`src/rtl/inst_fetch.sv`:
```
// rtl/inst_fetch.sv - instruction fetch stage: PC, ROM address, IF/ID register
module inst_fetch #(
  parameter logic [31:0] RESET_PC = 32'h0000_0000,
  parameter logic [31:0] NOP_INST = 32'h0000_0013
) (
  input  logic        clk,
  input  logic        rst,
  output logic [31:0] inst_addr_o,
  input  logic [31:0] inst_i,
  input  logic        hold_i,
  input  logic        jump_en_i,
  input  logic [31:0] jump_addr_i,
  output logic [31:0] if_inst_o,
  output logic [31:0] if_pc_o,
  output logic        if_valid_o,
  output logic        misalign_o,
  output logic [31:0] fetch_cnt_o
);

  logic [31:0] pc;
  logic        run;

  // RUN only when neither a redirect nor a stall is active; jump outranks hold
  assign run         = !jump_en_i && !hold_i;
  assign inst_addr_o = pc;

  // program counter: redirect to word-aligned target, freeze on hold, else advance
  always_ff @(posedge clk or posedge rst) begin
    if (rst) begin
      pc <= RESET_PC;
    end else if (jump_en_i) begin
      pc <= {jump_addr_i[31:2], 2'b00};
    end else if (!hold_i) begin
      pc <= pc + 32'd4;
    end
  end

  // IF/ID register: flush to a bubble on redirect, hold on stall, capture ROM word on run
  always_ff @(posedge clk or posedge rst) begin
    if (rst) begin
      if_inst_o  <= NOP_INST;
      if_pc_o    <= 32'd0;
      if_valid_o <= 1'b0;
    end else if (jump_en_i) begin
      if_inst_o  <= NOP_INST;
      if_pc_o    <= 32'd0;
      if_valid_o <= 1'b0;
    end else if (!hold_i) begin
      if_inst_o  <= inst_i;
      if_pc_o    <= pc;
      if_valid_o <= 1'b1;
    end
  end

  // misalign pulse lasts one cycle: set only on the edge that accepts the jump
  always_ff @(posedge clk or posedge rst) begin
    if (rst) begin
      misalign_o <= 1'b0;
    end else begin
      misalign_o <= jump_en_i && (jump_addr_i[1:0] != 2'b00);
    end
  end

  // delivered-instruction counter, saturating so it never wraps back to small values
  always_ff @(posedge clk or posedge rst) begin
    if (rst) begin
      fetch_cnt_o <= 32'd0;
    end else if (run && (fetch_cnt_o != 32'hFFFF_FFFF)) begin
      fetch_cnt_o <= fetch_cnt_o + 32'd1;
    end
  end

endmodule
```
`config.mk`:
```
export PLATFORM = sky130hd
export DESIGN_NAME = inst_fetch
export DESIGN_NICKNAME = d
export VERILOG_FILES = /design/src/rtl/inst_fetch.sv
export SDC_FILE = /design/constraint.sdc
export NUM_CORES = 1
export LEC_CHECK = 0
export BUFFER_PORTS_ARGS = -buffer_cell sky130_fd_sc_hd__buf_2
export CORE_MARGIN = 2
export CORE_UTILIZATION = 50
export CTS_CLUSTER_SIZE = 8
export DETAILED_ROUTE_END_ITERATION = 10
export PLACE_DENSITY = 0.8
export SYNTH_ARGS = -nofsm -noshare
export SYNTH_HDL_FRONTEND = slang
export SYNTH_SLANG_ARGS = --single-unit
```
`constraint.sdc`:
```
create_clock -name clk -period 4.3 [get_ports clk]
set_input_delay 0.215 -clock clk [delete_from_list [all_inputs] [get_ports clk]]
set_output_delay 0.215 -clock clk [all_outputs]
set_load 0.02 [all_outputs]
```
==> summary.md, run 1 <==
| Metric | Value |
|---|---|
| Status | complete, no violations |
| Syn Area/Cell | 10.7 µm² |
| Least-Margin Pin Slew | 1110 ps |
| Worst-Skew Late Latency | 410 ps |
| Root buf cell | clkbuf_16 |
| Number of remaining DRC errors | 0 |
| CP Max Fanout | 8 |
| Slew margin rel. | 25.2% |
| Synth unique cells | 41 |
| Layout Area Growth over Synthesis | 29.3% |
| DIE AREA | 12400 µm² |
| RSZ-0062 raised after global routing | no |
| Psw | 0.872 mW |
| Die Ht | 112 µm |
| Worst R2R Path Depth | 5 |
| Synth top area cells | dfrtp_1 (54%), mux2i_1 (10%), xnor2_1 (5.6%), nor2_1 (4.7%), xor2_1 (3.5%) |
| Avg WL per Cell | 15.7 µm |
| Largest net degree at the start of global routing | 85 |
| Number of global-route vias before repair | 4764 |
| Placed insts | 853 |
| Yosys warns | 0 |
| Power Density | 443 nW/µm² |
| Ports | 198 |
| Final Hold Fails | 0 |
| Clock power share | 43.6% |
| CTS max path bufs | 2 |
| Worst-path clk slew | 50 ps |
| Syn Inst Count | 538 |
| GP Congestion | 0.893 |
| CP peak stage delay | 890 ps |
| Cell Rows | 39 |
| Setup Skew | 6.50 ps |
| First-pass GRT wire length | 23500 µm |
| Post-Synthesis Cell Area | 5780 µm² |
| Crit Reg-Reg Startpoint | inst_addr_o[5]$_DFFE_PP0N_ |
| Worst R2R End | inst_addr_o[19]$_DFFE_PP0N_ |
| Yosys top cell by area | dfrtp_1 |
| Tightest Hold Check Type | input port to async pin |
| Routed vias/inst | 5.35 |
| Share of cells above drive strength 1 | 32.3% |
| FMAX | 433 MHz |
| Post-DP Area | 6860 µm² |
| Peak VDD IR | 0.327 mV |
| GRT Total Usage | 23.5% |
| ANT nets after route | 0 |
| CTS tree | built |
| Kind of critical path | register to register |
| Vias | 4739 |
| Layout filler cell count | 911 |
| Req. time, crit path | 4550 ps |
| Drt total wl | 13900 µm |
| Resized Gates After CTS | 0 |
| Post-synthesis sequential area ratio | 55.0% |
| DRT iter0 DRCs | 303 |
| Remaining Overflow, GRT | 0 |
| Post-route insts no fill | 886 |
| Final instance area | 7480 µm² |
| Critical Path AT | 2560 ps |
| Num CTS Buffers | 17 |
| Switching share of power | 26.3% |
| Reg2reg setup slack | 1990 ps |
| Starting density of the core | 50.9% |
| Pleak | 3.91 nW |
| Final HPWL DP | 9700 µm |
| Port-buffer cells | 195 |
| Internal power | 2.44 mW |
| Placeable Area | 11400 µm² |
| Critical path's slowest cell | nor4b_1 |
| Synth Register Bits | 127 |
| Clk sinks | 127 |
| Setup crit end kind | register |
| Max cap viols | 0 |
| Pins over their slew limit | 0 |
| Die X-Extent | 112 µm |
| Combinational share of power | 14.3% |
| Final net count | 801 |
| Fin crit share | 53.7% |
| H-Tree Depth | 4 |
| Cells along the critical path | and4_2 > nor4b_1 > nand3_1 > xor2_1 > o21ai_0 |
| Sum Neg Setup Slack | 0 ps |
| Final worst path period need | 2310 ps |
| CP Launch Type | register |
| Final setup viols | 0 |
| Flop pwr share | 42.1% |
| 1st-pass router iterations | 4 |
| Antenna violations before repair | 0 |
| Area share of the largest cell type after synthesis | 53.7% |
| Antenna fix cells | 0 |
per-layer routing:
layer | up-vias | track usage, % | wire length [µm]
met1 | 2303 | 30.2 | 5890
met2 | 171 | 38.0 | 6890
met4 | 0 | 10.1 | 282
met5 | - | 0 | 0
li1 | 2244 | - | -
met3 | 21 | 6.21 | 847
cell usage in the layout, fill, tap and decap left out, types with 3 or more instances in the layout:
cell / instances
buf_2: 193
dfrtp_1: 124
nor2_1: 73
mux2i_1: 59
nand2_1: 44
xnor2_1: 37
nand4_1: 26
o21ai_0: 25
xor2_1: 23
nand3_1: 17
clkbuf_16: 17
and3_1: 14
nor3_1: 11
and4_1: 7
inv_1: 6
buf_4: 6
mux2_2: 5
nor2b_1: 5
clkbuf_1: 4
clkbuf_8: 4
nor4_1: 3
and2_1: 3
a211o_1: 3
clkinv_2: 3
bufinv_16: 3
dfstp_2: 3
cells in the mapped netlist, drive strengths merged:
cell,n
and3,15
nand2,44
nand2b,1
a21boi,1
nor4,3
xor2,23
buf,12
and2,3
xnor2,37
nand4b,1
nor2b,5
clkbuf,16
mux2,5
nand4,26
o21a,1
o21ai,26
nor4b,1
and4b,1
nor2,73
nand3,17
inv,7
a211o,3
mux2i,59
a21oi,2
dfrtp,124
nor3,11
nand3b,1
or3,1
ha,2
conb,1
and3b,1
and4,9
dfstp,3
or4,3
kinds of logic (layout without fill, tap and decap cells):
logic type	after synthesis	after routing	share of synthesized area (%)
other	1	2	0.0649
XOR/XNOR	60	60	9.09
AND/OR/NAND/NOR	216	216	18.5
buffers and inverters	35	239	2.53
adder cells (fa/ha/maj)	2	2	0.433
AO/OA/AOI/OAI	33	33	3.14
multiplexers	64	64	11.2
flip-flops	127	127	55.0
flip-flops by register name (all words and copies together) (netlist names):
name,flops
misalign_o,1
if_inst_o,32
inst_addr_o,30
fetch_cnt_o,32
if_pc_o,31
if_valid_o,1
area by class of cell:
cell class	count	area [µm²]	share of cell area [%]
Tap cell	143	179	2.39
Clock buffer	25	495	6.63
Timing Repair Buffer	201	1030	13.8
Sequential cell	127	3180	42.5
Clock inverter	6	105	1.41
Multi-Input combinational cell	377	2460	32.9
Inverter	7	28.8	0.385
power by group through the flow:
| stage | Clock (mW) | Sequential [mW] | Combinational, mW |
|---|---|---|---|
| 2_1_floorplan | 0 | 1.51 | 0.192 |
| 3_3_place_gp | 0 | 1.40 | 0.466 |
| 3_5_place_dp | 0 | 1.41 | 0.473 |
| 4_1_cts | 1.47 | 1.39 | 0.479 |
| 5_1_grt | 1.53 | 1.41 | 0.519 |
| 6_report | 1.44 | 1.39 | 0.472 |
critical path, delay by kind of cell, from the launching register on:
family,cells,cell delay (ps)
xor gates and xnor gates,1,200
AOI/OAI and AO/OA,1,90
DFF,1,450
and+or+nand+nor,3,1420
through the flow:
stage,setup WS [ps],hold WS (ps),util (%),power (mW)
after CTS,2000,0.721,65.8,3.35
after floorplan,706,332,-,1.70
after global routing,1780,12.3,65.8,3.45
after detailed placement,2040,426,60.3,1.88
final,1990,19.5,65.8,3.31
after global placement,2130,416,60.3,1.87
how the worst max path moves through the flow:
stage                               startpoint                           to  slack [ps]  cells after the start
global route        inst_addr_o[5]$_DFFE_PP0N_  inst_addr_o[19]$_DFFE_PP0N_        1780                      5
floorplan                                  rst   fetch_cnt_o[0]$_DFFE_PP0P_         710                      1
CTS                 inst_addr_o[5]$_DFFE_PP0N_  inst_addr_o[19]$_DFFE_PP0N_        2000                      5
global placement                        hold_i  inst_addr_o[27]$_DFFE_PP0N_        2130                      6
detailed placement  inst_addr_o[5]$_DFFE_PP0N_  inst_addr_o[19]$_DFFE_PP0N_        2040                      5
finish              inst_addr_o[5]$_DFFE_PP0N_  inst_addr_o[19]$_DFFE_PP0N_        1990                      5
what timing repair did:
| action | 4_1_cts | 5_1_grt |
|---|---|---|
| endpoints found under the hold margin | 2 | 0 |
| setup buffers | 0 | 0 |
| hold buffers | 2 | 0 |
No activity file was read; power rests on OpenSTA's default activity.
==> run 2: changes to the inputs <==
- ABC_AREA: not set -> 1
- CORE_UTILIZATION: 50 -> 52
- PLACE_DENSITY: 0.8 -> 0.81
- clock period: 4.3 -> 2.2 ns (I/O delays scaled with it)
==> summary.md, run 2 <==
| Metric | Value |
|---|---|
| Status | complete, no violations |
| Adder-cell share of the synthesized area | 0.384% (-0.048 points) |
| Final net count | 1137 (+42%) |
| Largest registers | fetch_cnt_o: 32 flops, if_inst_o: 32 flops, if_pc_o: 31 flops |
| Worst-path clk slew | 60 ps (about the same) |
| Sum Neg Setup Slack | 0 ps (unchanged) |
| Number of remaining DRC errors | 0 (unchanged) |
| Yosys warns | 0 (unchanged) |
| H-Tree Depth | 4 (unchanged) |
| Critical Path AT | 2220 ps (-340 ps) |
| Antenna fix cells | 0 (unchanged) |
| Most common cell in the synthesized netlist | nand2_1 |
| Die X-Extent | 116 µm (+3.9%) |
| Fin crit share | 87.0% (+33 points) |
| Worst Hold Depth | 5 |
| Syn Inst Count | 819 (+52%) |
| CTS tree | built |
| CP peak stage delay | 420 ps (-470 ps) |
| Remaining Overflow, GRT | 0 (unchanged) |
| FMAX | 523 MHz (+21%) |
| Top FF cell, synth | dfrtp_1 |
| Final worst path period need | 1910 ps (-394 ps) |
| Commonest non-fill, non-tap cell in the layout | nand2_1 |
| Syn Area/Cell | 7.95 µm² (-26%) |
| Post-Synthesis Cell Area | 6510 µm² (+13%) |
| WHS | 15.5 ps (-4.05 ps) |
| Synth Register Bits | 127 (unchanged) |
| Port-buffer cells | 195 (unchanged) |
| Final HPWL DP | 13100 µm (+36%) |
| Tightest Hold Check Type | input port to register |
| Pleak | 4.48 nW (+15%) |
| Peak VDD IR | 0.671 mV (+100%) |
| Largest net degree at the start of global routing | 65 (-24%) |
| Vias | 6774 (+43%) |
| Post-synthesis sequential area ratio | 48.9% (-6.2 points) |
| Die Ht | 116 µm (+3.9%) |
| ANT nets after route | 0 (unchanged) |
| DIE AREA | 13400 µm² (+8.0%) |
| Largest family of logic cells by synthesized area | simple AND/OR/NAND/NOR gates |
| Most frequent cells in the layout | nand2_1 (307), buf_2 (195), dfrtp_1 (124) |
| RSZ-0062 raised after global routing | no |
| Kind of critical path | register to register |
| Clk sinks | 127 (unchanged) |
| Setup Skew | 7.41 ps (+0.901 ps) |
| Share of cells above drive strength 1 | 24.4% (-7.9 points) |
| Worst Min Path Start | jump_addr_i[31] |
| Xor and xnor area share after synthesis | 2.15% (-6.9 points) |
| Antenna violations before repair | 0 (unchanged) |
| Drt total wl | 19900 µm (+43%) |
| Pins over their slew limit | 0 (unchanged) |
| Ports | 198 (unchanged) |
| Synth top area cells | dfrtp_1 (48%), nand2_1 (18%), nor2_1 (4.4%), a22o_1 (4.0%), o21ai_0 (3.3%) |
| Number of global-route vias before repair | 6625 (+39%) |
| CP Max Fanout | 37 (+29) |
| CTS max path bufs | 2 (unchanged) |
| Max cap viols | 0 (unchanged) |
| Yosys top cell by area | dfrtp_1 |
| Ys async rst share | 100% (unchanged) |
| Worst R2R End | fetch_cnt_o[4]$_DFFE_PP0P_ |
| Final setup viols | 0 (unchanged) |
| Layout Area Growth over Synthesis | 36.6% |
| DRT iter0 DRCs | 600 (+98%) |
| Critical path's slowest cell | dfrtp_1 |
| Ranking of synthesized cells by instance count | nand2_1 (307), dfrtp_1 (124), nor2_1 (76) |
| Reg2reg setup slack | 290 ps (-1710 ps) |
| Cells along the critical path | ha_1 > inv_2 > nor2_4 > nand2_4 > nor2_4 > nand2_4 > nand2_8 > inv_4 > nand2_1 > nand2_1 |
| GRT Total Usage | 30.9% (+7.4 points) |
| Simple logic cell fraction of the synthesized area | 31.9% (+13 points) |
| Compound-Gate Fraction of Synth Area | 10.5% (+7.3 points) |
| Crit Reg-Reg Startpoint | fetch_cnt_o[0]$_DFFE_PP0P_ |
| Avg WL per Cell | 15.9 µm (+1.5%) |
| CP Launch Type | register |
| Worst R2R Path Depth | 10 (+5) |
| Routed vias/inst | 5.43 (+1.5%) |
| Power Density | 784 nW/µm² (+77%) |
| First-pass GRT wire length | 32200 µm (+37%) |
| GP Congestion | 0.943 (+5.6%) |
| Mux share of post-synthesis cell area | 0% (-11 points) |
| Least-Margin Pin Slew | 773 ps (-333 ps) |
| Req. time, crit path | 2500 ps (-2050 ps) |
| Cell Rows | 40 (+2.6%) |
| Placeable Area | 12100 µm² (+6.5%) |
| Final Hold Fails | 0 (unchanged) |
| Post-synth EDFFs | 0 (unchanged) |
| Slew margin rel. | 48.4% (+23 points) |
| Synth unique cells | 38 (-7.3%) |
| Starting density of the core | 53.8% (+2.9 points) |
| Setup crit end kind | register |
| Worst-Skew Late Latency | 420 ps (about the same) |
| 1st-pass router iterations | 8 (+4) |
| Area share of the largest cell type after synthesis | 47.7% (-6.0 points) |
| Hold EP | inst_addr_o[31]$_DFFE_PP0N_ |
| Root buf cell | clkbuf_16 |
| Num CTS Buffers | 17 (unchanged) |
==> run 2: layer usage <==
metal | up-vias | track usage [%] | wire, µm
li1 | 3168 | - | -
met1 | 3186 | 39.9 | 8210
met2 | 373 | 49.7 | 9350
met3 | 47 | 9.05 | 1880
met4 | 0 | 11.4 | 459
met5 | - | 0 | 0
==> run 2: cells by family after synthesis <==
| group | Yosys count |
|---|---|
| simple gates | 482 |
| other cells | 1 |
| compound gates | 100 |
| flops | 127 |
| xor+xnor | 16 |
| fa+ha+maj | 2 |
| buf+inv | 91 |
==> run 2: repair_timing <==
item | 4_1_cts | 5_1_grt
resized for setup | 0 | 0
endpoints found under the hold margin | 80 | 0
hold buffers | 55 | 0
setup buffers | 0 | 0
==> run 2: power breakdown <==
| group | switching (mW) | total (mW) | internal, mW | leakage [nW] |
|---|---|---|---|---|
| sequential | 0.192 | 2.70 | 2.50 | 1.67 |
| clock | 1.03 | 3.22 | 2.18 | 0.317 |
| combinational | 0.669 | 1.06 | 0.389 | 2.50 |
==> run 2: cell type report <==
type,instances,area [µm²]
multi-input combinational,602,2940
clock buffer,22,464
fill,895,3220
tap,168,210
clock inverter,10,208
sequential,127,3180
inverter,60,231
timing repair buffer,259,1660
==> run 2: worst max-delay path by stage <==
stage | start | to | slack, ps | cells after the start
2_1_floorplan | fetch_cnt_o[0]$_DFFE_PP0P_ | fetch_cnt_o[10]$_DFFE_PP0P_ | 430 | 11
5_1_grt | fetch_cnt_o[0]$_DFFE_PP0P_ | fetch_cnt_o[11]$_DFFE_PP0P_ | 80 | 10
3_3_place_gp | fetch_cnt_o[0]$_DFFE_PP0P_ | fetch_cnt_o[23]$_DFFE_PP0P_ | 380 | 10
6_report | fetch_cnt_o[0]$_DFFE_PP0P_ | fetch_cnt_o[4]$_DFFE_PP0P_ | 290 | 10
4_1_cts | fetch_cnt_o[0]$_DFFE_PP0P_ | fetch_cnt_o[4]$_DFFE_PP0P_ | 280 | 10
3_5_place_dp | fetch_cnt_o[0]$_DFFE_PP0P_ | fetch_cnt_o[27]$_DFFE_PP0P_ | 300 | 10
==> run 2: metrics by stage <==
stage                     power (mW)  cells  worst slack [ps]  util (%)  area [µm²]
after floorplan                 3.30    820               434         -        6520
after global placement          3.67   1161               377      63.3        7670
after detailed placement        3.69   1161               300      63.3        7670
after CTS                       6.96   1248               276      73.4        8890
after global routing            7.23   1248              77.9      73.4        8890
final                           6.97   1248               286      73.4        8890
==> run 2: worst max-delay path, delay by kind of cell (launching register included) <==
kind | cells | cell delay, ps
simple gates | 7 | 840
flops | 1 | 420
fa+ha+maj | 1 | 280
buf+inv | 2 | 250
==> run 3: changes to the inputs <==
- PLACE_DENSITY: 0.81 -> not set
- PLACE_DENSITY_LB_ADDON: not set -> 0.1
==> summary.md, run 3 (synthesis gave the netlist of run 2 again) <==
| Metric | Value |
|---|---|
| Pins over their slew limit | 0 (unchanged) |
| Num CTS Buffers | 17 (unchanged) |
| Placeable Area | 12100 µm² (unchanged) |
| GP Congestion | 0.890 (-5.7%) |
| Kind of critical path | register to register |
| Fin crit share | 87.4% (+0.38 points) |
| Drt total wl | 19600 µm (-1.3%) |
| Layout Area Growth over Synthesis | 35.7% |
| Largest net degree at the start of global routing | 56 (-14%) |
| Cell Rows | 40 (unchanged) |
| Tightest Hold Check Type | input port to register |
| Final instance area | 8830 µm² (-0.62%) |
| Port-buffer cells | 195 (unchanged) |
| # hold bufs at CTS | 58 (+5.5%) |
| 1st-pass router iterations | 5 (-3) |
| DRT iter0 DRCs | 512 (-15%) |
| CTS max path bufs | 2 (unchanged) |
| Antenna fix cells | 0 (unchanged) |
| Commonest non-fill, non-tap cell in the layout | nand2_1 |
| Avg WL per Cell | 15.7 µm (-1.8%) |
| Root buf cell | clkbuf_16 |
| Routed vias/inst | 5.33 (-1.8%) |
| Power Density | 747 nW/µm² (-4.8%) |
| Antenna violations before repair | 0 (unchanged) |
| Share of cells above drive strength 1 | 24.7% (+0.23 points) |
| Most frequent cells in the layout | nand2_1 (307), buf_2 (195), dfrtp_1 (124) |
| Ports | 198 (unchanged) |
| Final HPWL DP | 12700 µm (-3.4%) |
| Status | complete, no violations |
| CTS tree | built |
| DIE AREA | 13400 µm² (unchanged) |
| Worst-Skew Late Latency | 420 ps (about the same) |
| Largest registers | fetch_cnt_o: 32 flops, if_inst_o: 32 flops, if_pc_o: 31 flops |
| Number of global-route vias before repair | 6266 (-5.4%) |
| H-Tree Depth | 4 (unchanged) |
| Cells along the critical path | ha_1 > inv_2 > nor2_4 > nand2_4 > nor2_4 > nand2_4 > nand2_8 > inv_4 > nand2_1 > nand2_1 |
| Sum Neg Setup Slack | 0 ps (unchanged) |
| Final worst path period need | 1920 ps (+8.33 ps) |
| Die Ht | 116 µm (unchanged) |
| Die X-Extent | 116 µm (unchanged) |
| Setup crit end kind | register |
| Post-CTS Repair Setup Buffers | 0 (unchanged) |
| Post-DP Area | 7660 µm² (about the same) |
| Critical path's slowest cell | dfrtp_1 |
| Final Hold Fails | 0 (unchanged) |
| Vias | 6681 (-1.4%) |
| CP top delay family | simple AND/OR/NAND/NOR gates |
| Resized Gates After CTS | 0 (unchanged) |
| Max cap viols | 0 (unchanged) |
| First-pass GRT wire length | 31200 µm (-3.1%) |
| CP Max Fanout | 37 (unchanged) |
| Number of remaining DRC errors | 0 (unchanged) |
| RSZ-0062 raised after global routing | no |
| Clk sinks | 127 (unchanged) |
| ANT nets after route | 0 (unchanged) |
| GRT Total Usage | 30.0% (-0.92 points) |
| Pleak | 4.47 nW (-0.27%) |
| CP peak stage delay | 410 ps (about the same) |
| Final setup viols | 0 (unchanged) |
| Remaining Overflow, GRT | 0 (unchanged) |
| Critical Path AT | 2220 ps (about the same) |
| Worst-path clk slew | 60 ps (about the same) |
| Req. time, crit path | 2500 ps (about the same) |
| CP bufs+invs | 2 (unchanged) |
| FMAX | 520 MHz (-0.43%) |
| CP Launch Type | register |
| Peak VDD IR | 0.515 mV (-23%) |
| Starting density of the core | 53.8% (unchanged) |
| Final net count | 1143 (+0.53%) |
| Setup Skew | 6.45 ps (-0.955 ps) |
-- run 3: layout make-up --
cell class              count  area (µm²)
well taps                 168         210
repair buffers            265        1680
fillers                   958        3280
clock inverters            12         143
flip-flops and latches    127        3180
inverters                  60         231
clock buffers              20         447
multi-input cells         602        2940
-- run 3: path summary, 6_finish.rpt --
path | cells past startpoint | slack (ps) | from | end
worst max register to register | 10 | 280 | fetch_cnt_o[0]$_DFFE_PP0P_ | fetch_cnt_o[12]$_DFFE_PP0P_
worst max-delay path | 10 | 280 | fetch_cnt_o[0]$_DFFE_PP0P_ | fetch_cnt_o[12]$_DFFE_PP0P_
max in group asynchronous | 4 | 1380 | rst | if_inst_o[4]$_DFFE_PP1N_
worst min-delay path | 5 | 30 | jump_addr_i[7] | inst_addr_o[7]$_DFFE_PP0N_
min in group asynchronous | 3 | 180 | rst | if_pc_o[23]$_DFFE_PP0N_
worst min register to register | 2 | 470 | if_pc_o[22]$_DFFE_PP0N_ | if_pc_o[22]$_DFFE_PP0N_
-- run 3: per-layer routing --
layer | GRT usage (%) | vias up | share of wire (%)
met2 | 45.9 | 327 | 46
li1 | - | 3185 | -
met5 | 0 | - | 0
met4 | 14.0 | 0 | 3.2
met3 | 6.96 | 63 | 8.1
met1 | 40.7 | 3106 | 43
-- run 3: worst min-delay path: cells and delay by family --
kind,cells,cell delay (ps)
and+or+nand+nor,1,40
AOI/OAI and AO/OA,3,170
buffers and inverters,1,80
-- run 3: power breakdown --
group / switching (mW) / internal, mW
clock: 1.05 / 1.80
combinational: 0.666 / 0.391
sequential: 0.194 / 2.50
total: 1.91 / 4.69
-- run 3: through the flow --
step	instances	hold slack (ps)	utilization (%)	power, mW	setup WS, ps
final	1254	29.8	72.9	6.60	278
after global routing	1254	34.5	72.9	6.85	123
after CTS	1254	17.1	72.9	6.59	280
after detailed placement	1164	61.3	63.3	3.68	308
after global placement	1164	63.5	63.3	3.67	368
after floorplan	820	235	-	3.30	434
